--- config.mk ---
export PLATFORM = sky130hd
export DESIGN_NAME = multicycle_control
export DESIGN_NICKNAME = d
export VERILOG_FILES = /design/src/rtl/multicycle_control.sv
export SDC_FILE = /design/constraint.sdc
export NUM_CORES = 1
export LEC_CHECK = 0
export ABC_AREA = 1
export BUFFER_PORTS_ARGS = -buffer_cell sky130_fd_sc_hd__buf_2
export CAP_MARGIN = 20
export CORE_ASPECT_RATIO = 1.1
export CORE_MARGIN = 4
export CORE_UTILIZATION = 38
export CTS_BUF_LIST = sky130_fd_sc_hd__clkbuf_16
export DETAILED_ROUTE_END_ITERATION = 7
export PLACE_DENSITY = 0.71
export RECOVER_POWER = 100
export SLEW_MARGIN = 10
export SYNTH_ARGS = -nofsm -noshare
export SYNTH_HDL_FRONTEND = slang
export SYNTH_SLANG_ARGS = --single-unit
export TNS_END_PERCENT = 50
--- constraint.sdc ---
create_clock -name clk -period 1.15 [get_ports clk]
set_input_delay 0.115 -clock clk [delete_from_list [all_inputs] [get_ports clk]]
set_output_delay 0.115 -clock clk [all_outputs]
set_load 0.01 [all_outputs]
--- src/rtl/multicycle_control.sv ---
// Multi-cycle sequencing FSM for the RV32I-subset datapath: per-state strobes and mux selects,
// stalling on mem_ready. Define MC_ILLEGAL_TRAP_EN to trap unknown opcodes (adds the illegal port).
module multicycle_control (
  input  logic       clk,
  input  logic       rst_n,
  input  logic [6:0] Opcode,
  input  logic       Zero,
  input  logic       mem_ready,
  output logic       PCWrite,
  output logic       IorD,
  output logic       MemRead,
  output logic       MemWrite,
  output logic       IRWrite,
  output logic       RegWrite,
  output logic [1:0] MemtoReg,
  output logic [1:0] ALUSrcA,
  output logic [1:0] ALUSrcB,
  output logic [1:0] ALUOp,
  output logic [1:0] PCSource,
  output logic [3:0] state,
`ifdef MC_ILLEGAL_TRAP_EN
  output logic       illegal,
`endif
  output logic       instr_done
);

  localparam logic [6:0] OP_R      = 7'b0110011;
  localparam logic [6:0] OP_I      = 7'b0010011;
  localparam logic [6:0] OP_LOAD   = 7'b0000011;
  localparam logic [6:0] OP_STORE  = 7'b0100011;
  localparam logic [6:0] OP_BRANCH = 7'b1100011;
  localparam logic [6:0] OP_JAL    = 7'b1101111;
  localparam logic [6:0] OP_JALR   = 7'b1100111;

  typedef enum logic [3:0] {
    FETCH    = 4'd0,
    DECODE   = 4'd1,
    MEM_ADDR = 4'd2,
    MEM_RD   = 4'd3,
    MEM_WB   = 4'd4,
    MEM_WR   = 4'd5,
    EXEC_R   = 4'd6,
    EXEC_I   = 4'd7,
    ALU_WB   = 4'd8,
    BRANCH   = 4'd9,
    JAL      = 4'd10,
    JALR     = 4'd11,
    TRAP     = 4'd15
  } state_t;

  state_t state_q, state_d;

  // NOTE: sequential state uses non-blocking assignment so every flop samples pre-edge values.
  always_ff @(posedge clk or negedge rst_n) begin
    if (!rst_n) state_q <= FETCH;
    else        state_q <= state_d;
  end

  assign state = state_q;

  always_comb begin
    // NOTE: every output and next state gets a default first, so no path infers a latch.
    state_d    = state_q;
    PCWrite    = 1'b0;
    IorD       = 1'b0;
    MemRead    = 1'b0;
    MemWrite   = 1'b0;
    IRWrite    = 1'b0;
    RegWrite   = 1'b0;
    MemtoReg   = 2'b00;
    ALUSrcA    = 2'b00;
    ALUSrcB    = 2'b00;
    ALUOp      = 2'b00;
    PCSource   = 2'b00;
    instr_done = 1'b0;
`ifdef MC_ILLEGAL_TRAP_EN
    illegal    = 1'b0;
`endif

    // Strobes are gated by rst_n so an abandoned instruction issues no write.
    if (rst_n) begin
      unique case (state_q)
        FETCH: begin
          MemRead = 1'b1;
          ALUSrcB = 2'b01;
          IRWrite = mem_ready;
          PCWrite = mem_ready;
          if (mem_ready) state_d = DECODE;
        end
        DECODE: begin
          ALUSrcA = 2'b10;
          ALUSrcB = 2'b10;
          unique case (Opcode)
            OP_LOAD, OP_STORE: state_d = MEM_ADDR;
            OP_R:              state_d = EXEC_R;
            OP_I:              state_d = EXEC_I;
            OP_BRANCH:         state_d = BRANCH;
            OP_JAL:            state_d = JAL;
            OP_JALR:           state_d = JALR;
            default: begin
`ifdef MC_ILLEGAL_TRAP_EN
              state_d    = TRAP;
`else
              state_d    = FETCH;
              instr_done = 1'b1;
`endif
            end
          endcase
        end
        MEM_ADDR: begin
          ALUSrcA = 2'b01;
          ALUSrcB = 2'b10;
          state_d = (Opcode == OP_STORE) ? MEM_WR : MEM_RD;
        end
        MEM_RD: begin
          MemRead = 1'b1;
          IorD    = 1'b1;
          if (mem_ready) state_d = MEM_WB;
        end
        MEM_WB: begin
          RegWrite   = 1'b1;
          MemtoReg   = 2'b01;
          instr_done = 1'b1;
          state_d    = FETCH;
        end
        MEM_WR: begin
          MemWrite   = 1'b1;
          IorD       = 1'b1;
          instr_done = mem_ready;
          if (mem_ready) state_d = FETCH;
        end
        EXEC_R: begin
          ALUSrcA = 2'b01;
          ALUOp   = 2'b10;
          state_d = ALU_WB;
        end
        EXEC_I: begin
          ALUSrcA = 2'b01;
          ALUSrcB = 2'b10;
          ALUOp   = 2'b11;
          state_d = ALU_WB;
        end
        ALU_WB: begin
          RegWrite   = 1'b1;
          instr_done = 1'b1;
          state_d    = FETCH;
        end
        BRANCH: begin
          ALUSrcA    = 2'b01;
          ALUOp      = 2'b01;
          PCSource   = 2'b01;
          PCWrite    = Zero;
          instr_done = 1'b1;
          state_d    = FETCH;
        end
        JAL: begin
          PCWrite    = 1'b1;
          PCSource   = 2'b01;
          RegWrite   = 1'b1;
          MemtoReg   = 2'b10;
          instr_done = 1'b1;
          state_d    = FETCH;
        end
        JALR: begin
          ALUSrcA    = 2'b01;
          ALUSrcB    = 2'b10;
          PCWrite    = 1'b1;
          RegWrite   = 1'b1;
          MemtoReg   = 2'b10;
          instr_done = 1'b1;
          state_d    = FETCH;
        end
`ifdef MC_ILLEGAL_TRAP_EN
        TRAP: begin
          illegal = 1'b1;
          state_d = TRAP;
        end
`endif
        default: state_d = FETCH;
      endcase
    end
  end

endmodule

# --- Yosys cells after proc, flatten, opt, wreduce, memory -nomap -nowiden ---
# Cells that the tools add are included.
totals:
  mem_bits_ro: 0
  latch_bits: 0
  n_memories: 0
  inputBits: 11
  reg_bits: 4
  out_inout_bits: 21
  elab_cells: 66
  ram_bits: 0
op_classes:
  magnitude_cmp: 0
  n_bitwise: 0
  n_shift: 0
  mux: 31
  n_reduce_logical: 13
  n_div: 0
  eq_ne: 21
  add_sub_neg: 0
  multipliers: 0
ops:
  columns: ["cell", "count"]
  rows:
  - ["$pmux W4 S6", 2]
  - ["$eq A7 B7 Y1 const B", 3]
  - ["$eq A4 B3 Y1 const B", 4]
  - ["$eq A4 B4 Y1 const B", 4]
  - ["$mux W1", 15]
  - ["$eq A7 B6 Y1 const B", 2]
  - ["$mux W4", 3]
  - ["$pmux W2 S2", 3]
  - ["$reduce_or A2 Y1", 6]
  - ["$reduce_or A5 Y1", 2]
  - ["$eq A4 B2 Y1 const B", 2]
  - ["$mux W2", 4]
  - ["$reduce_or A4 Y1", 2]
  - ["$eq A7 B2 Y1 const B", 1]
  - ["$eq A7 B5 Y1 const B", 1]
  - ["$reduce_or A7 Y1", 1]
  - ["$ne A2 B2 Y1 const B", 3]
  - ["$pmux W1 S3", 2]
  - ["$pmux W2 S3", 1]
  - ["$eq A4 B1 Y1 const B", 1]
  - ["$logic_not A4 Y1", 1]
  - ["$reduce_and A4 Y1", 1]
  - ["$mux W3", 1]

# --- Depth between registers and ports, before layout ---
# Gate-level depths: netlist of the first run.
logic_depth:
  ltp_word: 5
  depth_mapped: 9

# --- Worst setup path before layout of the first run ---
# OpenSTA, ideal clock, no wires.
synth_path:
  path_kind: "register to output"
  startpoint: "reg state_q[3] (netlist: state[3])"
  endpoint: "out PCWrite"
  path_slack_ns: -0.266
  required_time_ns: 1.035
  arrival_ns: 1.301
  stages_incl_launch_ff: 6
  cell_sequence: "dfrtp_1 -> nor2_1 -> nand2_1 -> nor2_2 -> and2_2 -> or2_1"
synth_between:
  elab_chain_cells: 4
synth_lines:
  columns: ["element", "line", "source"]
  rows:
  - ["start, declared", "51", "state_t state_q, state_d;"]
  - ["start signal, assigned", "56", "else state_q <= state_d;"]
  - ["$eq A4 B4 Y1", "82", "unique case (state_q)"]
  - ["$reduce_or A2 Y1 (no line)", null, null]
  - ["$pmux W1 S3 (*)", "82", null]
  - ["$mux W1 (*)", "81", "if (rst_n) begin"]
  - ["end, declared", "9", "output logic PCWrite,"]
# Every way passes the cells marked *; elsewhere a longest branch is shown, timed or not.

# --- Worst setup path in the final report of the first run ---
layout_path:
  startpoint: "reg state_q[2] (netlist: state[2])"
  endpoint: "out RegWrite"
layout_between:
  elab_chain_cells: 4
layout_lines:
  columns: ["element", "line", "source"]
  rows:
  - ["$eq A4 B4 Y1 or $eq A4 B3 Y1 (tied branches)", "82", null]
  - ["$reduce_or A4 Y1 (no line) (*)", null, null]
  - ["$mux W1 (*)", "82", null]
  - ["$mux W1 (*)", "81", null]
  - ["end, declared", "14", "output logic RegWrite,"]
# Marks and branches as above.

==> impl_summary.txt, run 1 <==
----------------------------------------------------
[STA]
  Post-route clock skew ... 1.62 ps
  Max-slew violation count ... 0
  Total setup violations reported at the end of the flow ... 21
  Tcrit/Tclk final ... 1.34
  Achievable clock frequency ... 0.648 GHz
  Final setup margin ... -393 ps
  Count of final hold-check violations ... 0
  Min cycle time layout ... 1540 ps
  Setup repair after global routing missed its margin ... yes

[Synthesis]
  Sequential fraction of the synthesis area ... 0.179
  Count of distinct cell types in the synthesized netlist ... 22
  Ranking of synthesized cells by area ... sky130_fd_sc_hd__nand2_1, sky130_fd_sc_hd__dfrtp_1, sky130_fd_sc_hd__nor2_1
  Number of nets in the synthesized netlist ... 119
  Total of flip-flops plus latches after synthesis ... 4
  Dominant cell type by area after synthesis ... sky130_fd_sc_hd__nand2_1
  Cell count after synthesis ... 108
  Total number of yosys warnings ... 0
  Post-synthesis instance area ... 561 um2
  Share of the synthesized area in the top cell type ... 0.261
  Average size of a mapped cell ... 5.19 um2

[Status]
  Violations in the final reports ... setup timing
  Result of the run ... complete, but fails checks

[Critical path]
  Capture instance of the worst register-to-register path ... state[3]
  Cells along the critical path ... inv_4 -> nor2_4 -> inv_2 -> nor2_4 -> inv_2 -> o22ai_2 -> buf_2
  Launching element type of the critical path ... register
  Capturing element of the worst setup path ... RegWrite
  Cell at the slowest stage of the critical path ... sky130_fd_sc_hd__dfrtp_2
  Arrival time of data at the critical path endpoint ... 1430 ps
  Classification of the worst setup path ... register to output port
  Highest fanout seen on the critical path ... 4
  Slowest cell delay on critical path ... 450 ps
  Worst setup startpoint ... state[2]
  Worst R2R Path Depth ... 9
  Worst flop-to-flop path startpoint ... state[2]
  Worst-case register-to-register setup slack ... -310 ps
  CP Data Required Time ... 1030 ps
  Setup crit end kind ... output port

[Placement]
  Dpl cells ... 169
  Placement-stage cell area ... 881 um2
  Estimated wirelength of the detail-placed design ... 1.55 mm
  Gp weighted congestion ... 0.894
  Port Buffers ... 30

[Cells and area]
  Post-route standard cell area excluding fillers ... 1120 um2
  Net count reported at finish ... 177
  Most frequent standard cell in the layout excluding fill and tap cells ... sky130_fd_sc_hd__nand2_1
  Flip-flop count of the largest register, all copies and words added ... 4
  Fraction of final layout cells sized beyond drive strength 1 ... 0.604
  Total of fill cells in the finished design ... 103
  Commonest cells after routing, fill and taps aside ... sky130_fd_sc_hd__nand2_1, sky130_fd_sc_hd__buf_2, sky130_fd_sc_hd__buf_4
  Number of non-filler instances in the completed layout ... 180
  Relative area change from synthesis to final layout ... 99.1%
  Number of antenna diodes ... 0

[Pwr]
  Peak ir drop on the vdd network ... 1730 uV
  Leakage component of the power ... 0.633 nW
  Power per cell area ... 1700 nW/um2
  Overall power consumption ... 1.89 mW

[Detailed routing]
  Drt pass-1 iters ... 4
  1st-iter DRT viols ... 21
  Overall via count from detail_route ... 900
  Total Wirelength ... 2.40 mm
  Final routed DRC violation total ... 0
  WL per Instance ... 13.3 um
  Mean number of vias per cell ... 5.00
  Antenna Nets Post-Route ... 0

[Floorplanning]
  Area of the core region ... 1380 um2
  Die area ... 2150 um2
  I/O pins ... 32
  Site Rows ... 14
  Die span in x ... 44.6 um
  Starting Density ... 0.405
  Height of the chip ... 48.3 um

[Global routing]
  Global-route wire length before repair ... 3.24 mm
  Number of antenna violations at the first check in global routing ... 0
  Residual overflow from global routing ... 0
  Global-route usage over all layers ... 0.217
  Pin count of the biggest net entering global routing ... 8
  Number of global-route vias before repair ... 831

[CTS]
  TritonCTS clock tree ... built
  Clock buffers created by TritonCTS ... 3
  Clock edge transition at the registers on the reported setup and hold paths ... 30 ps
  Worst skew pair latency ... 230 ps
  Number of H-tree levels ... 1
  CTS Root Cell ... sky130_fd_sc_hd__clkbuf_16
  Clock net sink count ... 4
  Longest Clk Path Bufs ... 2

[Min path]
  Critical hold path startpoint ... Opcode[2]
  Worst hold path type ... input port to register

[Flow run]
  Total of max-cap violations ... 0

----------------------------------------------------
==> logic make-up (layout without fill, tap and decap cells) <==
kind of cell / Yosys count / after routing / share of synthesized area
AO/OA/AOI/OAI: 16 / 16 / 0.165
buffers and inverters: 17 / 73 / 0.121
other: 1 / 1 / 0.00669
flip-flops: 4 / 4 / 0.179
AND/OR/NAND/NOR: 70 / 70 / 0.529
==> how the worst min path moves through the flow <==
stage | to | cells after the start
2_1_floorplan | state[0] | 0
3_3_place_gp | state[0] | 2
3_5_place_dp | state[0] | 2
4_1_cts | state[3] | 5
5_1_grt | state[3] | 5
6_report | state[3] | 5
==> layout make-up <==
type	count	area, um2	area share
clock buffer	3	75.1	0.0673
inverter	16	62.6	0.0561
multi-input combinational	87	490	0.439
sequential	4	105	0.0942
tap	16	20.0	0.0179
timing repair buffer	54	363	0.325
==> per-stage QoR <==
step / TNS, ps / setup WS (ps) / utilization / hold WS (ps)
after floorplan: -174 / -108 / - / -181
after global placement: -808 / -119 / 0.637 / 118
after detailed placement: -1100 / -172 / 0.637 / 118
after CTS: -4550 / -332 / 0.728 / 270
after global routing: -6940 / -437 / 0.807 / 306
final: -5730 / -393 / 0.807 / 270
==> cells in the mapped netlist, drive strengths merged <==
cell	n
nand2	40
nor2	20
inv	16
a21oi	8
nand3	6
o21ai	5
dfrtp	4
nor3	2
a31oi	1
and2	1
buf	1
conb	1
o211ai	1
o22ai	1
or2	1
==> metal layers <==
layer  wire, um  GRT usage  share of wire  up-vias
li1           -          -              -      451
met1        855      0.190           0.36      408
met2       1350      0.453           0.56       35
met3        123     0.0443          0.051        6
met4         73      0.127          0.030        0
met5          0          0              0        -
==> what timing repair did <==
item | 4_1_cts | 5_1_grt
setup buffers | 4 | 3
endpoints found under the setup margin | 20 | 21
pin swaps | 2 | 6
endpoints found under the hold margin | 4 | 0
gates resized for setup | 4 | 27
hold buffers | 1 | 0
==> worst max-delay path, delay by kind of cell, from the launching register on <==
| family | cells | cell delay, ps |
|---|---|---|
| AO/OA/AOI/OAI | 1 | 110 |
| AND/OR/NAND/NOR | 2 | 290 |
| flip-flops | 1 | 450 |
| buffers and inverters | 4 | 340 |
==> power by group <==
group	internal, mW	switching (mW)
registers	0.178	0.0759
clock network	0.444	0.0987
logic	0.504	0.591
Note: power is estimated with default switching activity, not from simulation.
==> run 2: changes to the inputs <==
--- a/config.mk
+++ b/config.mk
@@ -5,15 +5,14 @@
 export SDC_FILE = /design/constraint.sdc
 export NUM_CORES = 1
 export LEC_CHECK = 0
-export ABC_AREA = 1
 export BUFFER_PORTS_ARGS = -buffer_cell sky130_fd_sc_hd__buf_2
 export CAP_MARGIN = 20
 export CORE_ASPECT_RATIO = 1.1
 export CORE_MARGIN = 4
-export CORE_UTILIZATION = 38
+export CORE_UTILIZATION = 45
 export CTS_BUF_LIST = sky130_fd_sc_hd__clkbuf_16
 export DETAILED_ROUTE_END_ITERATION = 7
-export PLACE_DENSITY = 0.71
+export PLACE_DENSITY = 0.77
 export RECOVER_POWER = 100
 export SLEW_MARGIN = 10
 export SYNTH_ARGS = -nofsm -noshare
==> constraint.sdc (replaced) <==
create_clock -name clk -period 1.8 [get_ports clk]
set_input_delay 0.18 -clock clk [delete_from_list [all_inputs] [get_ports clk]]
set_output_delay 0.18 -clock clk [all_outputs]
set_load 0.01 [all_outputs]
==> run 2 against run 1 <==
  * The run now ends clean
  * Clock skew is essentially flat
  * Non-clock buffer count shrank 17
  * Combinational power shrank 65%
  * Via count shrank 9.9%
  * Area after synthesis grew 15%
  * Sequential share of layout area grew 2.2 points
  * Global-route usage shrank 3.5 points
  * First-iteration DRC count grew 14%
  * Critical path depth shrank 4
  * Cell count shrank 23%
  * Largest cell class unchanged
==> impl_summary.txt, run 2 <==
----------------------------------------------------
[CTS]
  Clock buffers created by TritonCTS ... 3 (unchanged)
  Number of H-tree levels ... 1 (unchanged)
  Total setup buffers inserted after CTS ... 0 (-4)
  TritonCTS clock tree ... built
  CTS Root Cell ... sky130_fd_sc_hd__clkbuf_16
  Longest Clk Path Bufs ... 2 (unchanged)
  Clock edge transition at the registers on the reported setup and hold paths ... 30 ps (about the same)
  Clock net sink count ... 4 (unchanged)
  Worst skew pair latency ... 230 ps (about the same)

[Synthesis]
  Sequential fraction of the synthesis area ... 0.155 (-0.0232)
  Main combinational cell family by area after synthesis ... simple AND/OR/NAND/NOR gates
  Post-synthesis share of cell area spent on full adders, half adders and majority gates ... 0 (unchanged)
  Ranking of synthesized cells by area ... sky130_fd_sc_hd__dfrtp_1, sky130_fd_sc_hd__nor2_1, sky130_fd_sc_hd__nor3_1
  Average size of a mapped cell ... 7.16 um2 (+38%)
  Most instantiated flip-flop cell in the synthesis netlist ... sky130_fd_sc_hd__dfrtp_1
  Count of flip-flops with a built-in enable after synthesis ... 0 (unchanged)
  Total number of yosys warnings ... 0 (unchanged)
  Leading cell types by count after synthesis ... sky130_fd_sc_hd__nor2_1, sky130_fd_sc_hd__nand2_1, sky130_fd_sc_hd__nor3_1
  Synthesized-area fraction occupied by xor and xnor cells ... 0.0408 (+0.0408)
  Cell count after synthesis ... 90 (-17%)
  Dominant cell type by area after synthesis ... sky130_fd_sc_hd__dfrtp_1
  Count of distinct cell types in the synthesized netlist ... 41 (+86%)
  Cell with the most instances after synthesis ... sky130_fd_sc_hd__nor2_1
  Simple-gate area share of the yosys netlist ... 0.408 (-0.121)
  Complex-gate fraction of the synthesized area ... 0.258 (+0.0931)
  Async set-or-reset flop fraction in the synthesized netlist ... 1.00 (unchanged)
  Share of the synthesized area in the top cell type ... 0.155 (-0.106)
  Post-synthesis instance area ... 644 um2 (+15%)
  Total of flip-flops plus latches after synthesis ... 4 (unchanged)
  Portion of netlist area occupied by mux cells ... 0.0155 (+0.0155)
  Number of nets in the synthesized netlist ... 101 (-15%)

[Placement]
  Gp weighted congestion ... 0.922 (+3.1%)
  Pre-CTS WS ... 237 ps (+409 ps)
  Estimated wirelength of the detail-placed design ... 1.46 mm (-6.3%)
  Placement-stage cell area ... 800 um2 (-9.2%)
  Port Buffers ... 30 (unchanged)

[Floorplanning]
  Site Rows ... 14 (unchanged)
  Starting Density ... 0.472 (+0.0665)
  Area of the core region ... 1370 um2 (-1.3%)
  Die area ... 2100 um2 (-2.4%)
  Height of the chip ... 47.7 um (-1.2%)
  I/O pins ... 32 (unchanged)
  Die span in x ... 44.1 um (-1.2%)

[Detailed routing]
  Overall via count from detail_route ... 811 (-9.9%)
  Drt pass-1 iters ... 4 (unchanged)
  WL per Instance ... 14.3 um (+7.1%)
  Final routed DRC violation total ... 0 (unchanged)
  Total Wirelength ... 1.97 mm (-18%)
  Mean number of vias per cell ... 5.88 (+18%)
  Antenna Nets Post-Route ... 0 (unchanged)
  1st-iter DRT viols ... 24 (+14%)

[Critical path]
  Arrival time of data at the critical path endpoint ... 1600 ps (+170 ps)
  Classification of the worst setup path ... register to output port
  Launching element type of the critical path ... register
  Highest fanout seen on the critical path ... 7 (+3)
  Setup crit end kind ... output port
  Cells along the critical path ... or3b_4 -> o41ai_2 -> buf_2
  Worst path bufs/invs ... 1 (-3)
  CP Data Required Time ... 1620 ps (+590 ps)
  Cell type group with the largest total delay on the critical path ... flip-flops
  Cell at the slowest stage of the critical path ... sky130_fd_sc_hd__dfrtp_2
  Slowest cell delay on critical path ... 450 ps (about the same)

[Min path]
  Worst hold path type ... input port to register

[Cells and area]
  Relative area change from synthesis to final layout ... 38.3%
  Commonest cells after routing, fill and taps aside ... sky130_fd_sc_hd__buf_2, sky130_fd_sc_hd__nor2_1, sky130_fd_sc_hd__nand2_1, sky130_fd_sc_hd__clkbuf_1, sky130_fd_sc_hd__nor3_1
  Most frequent standard cell in the layout excluding fill and tap cells ... sky130_fd_sc_hd__buf_2
  Fraction of final layout cells sized beyond drive strength 1 ... 0.336 (-0.268)
  Net count reported at finish ... 135 (-24%)
  Flip-flop count of the largest register, all copies and words added ... 4 (unchanged)
  Number of antenna diodes ... 0 (unchanged)
  Total of fill cells in the finished design ... 134 (+30%)
  Post-route standard cell area excluding fillers ... 891 um2 (-20%)

[Pwr]
  Power per cell area ... 996 nW/um2 (-41%)
  Leakage component of the power ... 0.394 nW (-38%)
  Overall power consumption ... 0.887 mW (-53%)
  Peak ir drop on the vdd network ... 534 uV (-69%)

[STA]
  Min cycle time layout ... 1780 ps
  Post-route clock skew ... 1.61 ps (-0.00524 ps)
  Count of final hold-check violations ... 0 (unchanged)
  Tcrit/Tclk final ... 0.990
  Final setup margin ... 18.0 ps (+411 ps)
  Tightest Pin Transition ... 489 ps
  Total setup violations reported at the end of the flow ... 0 (-100%)
  Achievable clock frequency ... 0.561 GHz
  Max-slew violation count ... 0 (unchanged)
  Final total negative setup slack ... 0 ps (+5730 ps)
  Rel. slew slack ... 0.670

[Status]
  Result of the run ... complete, no violations

[Global routing]
  Number of global-route vias before repair ... 626 (-25%)
  Global-route wire length before repair ... 2.78 mm (-14%)
  Residual overflow from global routing ... 0 (unchanged)
  Pin count of the biggest net entering global routing ... 18 (+10)
  Number of antenna violations at the first check in global routing ... 0 (unchanged)
  Global-route usage over all layers ... 0.182 (-0.0350)

[Flow run]
  Total of max-cap violations ... 0 (unchanged)

----------------------------------------------------
-- run 2: cell types whose count changed after synthesis, moves of 3 or more --
cell / delta
sky130_fd_sc_hd__nand3_1: -4
sky130_fd_sc_hd__inv_1: -10
sky130_fd_sc_hd__nor3_1: +5
sky130_fd_sc_hd__buf_2: +3
sky130_fd_sc_hd__nor2b_1: +3
sky130_fd_sc_hd__nor2_2: -3
sky130_fd_sc_hd__a21oi_1: -5
sky130_fd_sc_hd__nand2_1: -31
sky130_fd_sc_hd__nor2_1: -4
-- run 2: layout make-up --
cell class	instances	area, um2	share of cell area
well taps	16	20.0	0.0225
inverters	4	15.0	0.0169
repair buffers	37	193	0.216
clock buffers	3	75.1	0.0843
multi-input cells	74	484	0.544
flip-flops and latches	4	104	0.117
-- run 2: worst paths after layout --
check / to / startpoint / slack, ps / depth (start not counted)
max in group asynchronous: state[1] / rst_n / 1200 / 3
hold / removal: state[2] / Opcode[4] / 250 / 3
hold reg to reg: state[3] / state[3] / 770 / 2
setup reg to reg: state[3] / state[2] / 270 / 4
min in group asynchronous: state[0] / rst_n / 450 / 3
setup / recovery: instr_done / state[3] / 20 / 3
-- run 2: cells by family after synthesis --
family / count (synthesis)
XOR/XNOR: 3
buffers and inverters: 12
other: 1
multiplexers: 1
flip-flops: 4
AO/OA/AOI/OAI: 23
AND/OR/NAND/NOR: 46
-- run 2: power by group --
| part | total [mW] | switching [mW] | internal, mW | leakage, nW |
|---|---|---|---|---|
| registers | 0.154 | 0.0483 | 0.106 | 0.0494 |
| clock network | 0.350 | 0.0654 | 0.284 | 0.0370 |
| logic | 0.383 | 0.219 | 0.165 | 0.308 |
-- run 2: metal layers --
metal  vias to the layer above  global-route usage  share of wire
met4                         0              0.0964          0.012
met2                        47               0.297           0.48
li1                        390                   -              -
met3                         4              0.0188          0.088
met5                         -                   0              0
met1                       370               0.239           0.42
-- run 2: worst min-delay path: cells and delay by family --
| kind | cells | cell delay [ps] |
|---|---|---|
| compound gates | 1 | 80 |
| simple gates | 1 | 70 |
| buf+inv | 1 | 110 |
-- run 2: repair_timing --
| action | 4_1_cts | 5_1_grt |
|---|---|---|
| pin swaps | 0 | 1 |
| gates resized for setup | 1 | 5 |
| endpoints found under the hold margin | 4 | 0 |
| cloned | 0 | 0 |
| hold buffers | 1 | 0 |
| setup endpoints to repair | 1 | 7 |
-- run 2: per-stage QoR --
step	util	hold slack (ps)	cells
floorplan	-	-116	90
finish	0.652	251	138
detailed placement	0.585	132	134
CTS	0.648	254	138
global placement	0.585	136	134
global route	0.652	276	138
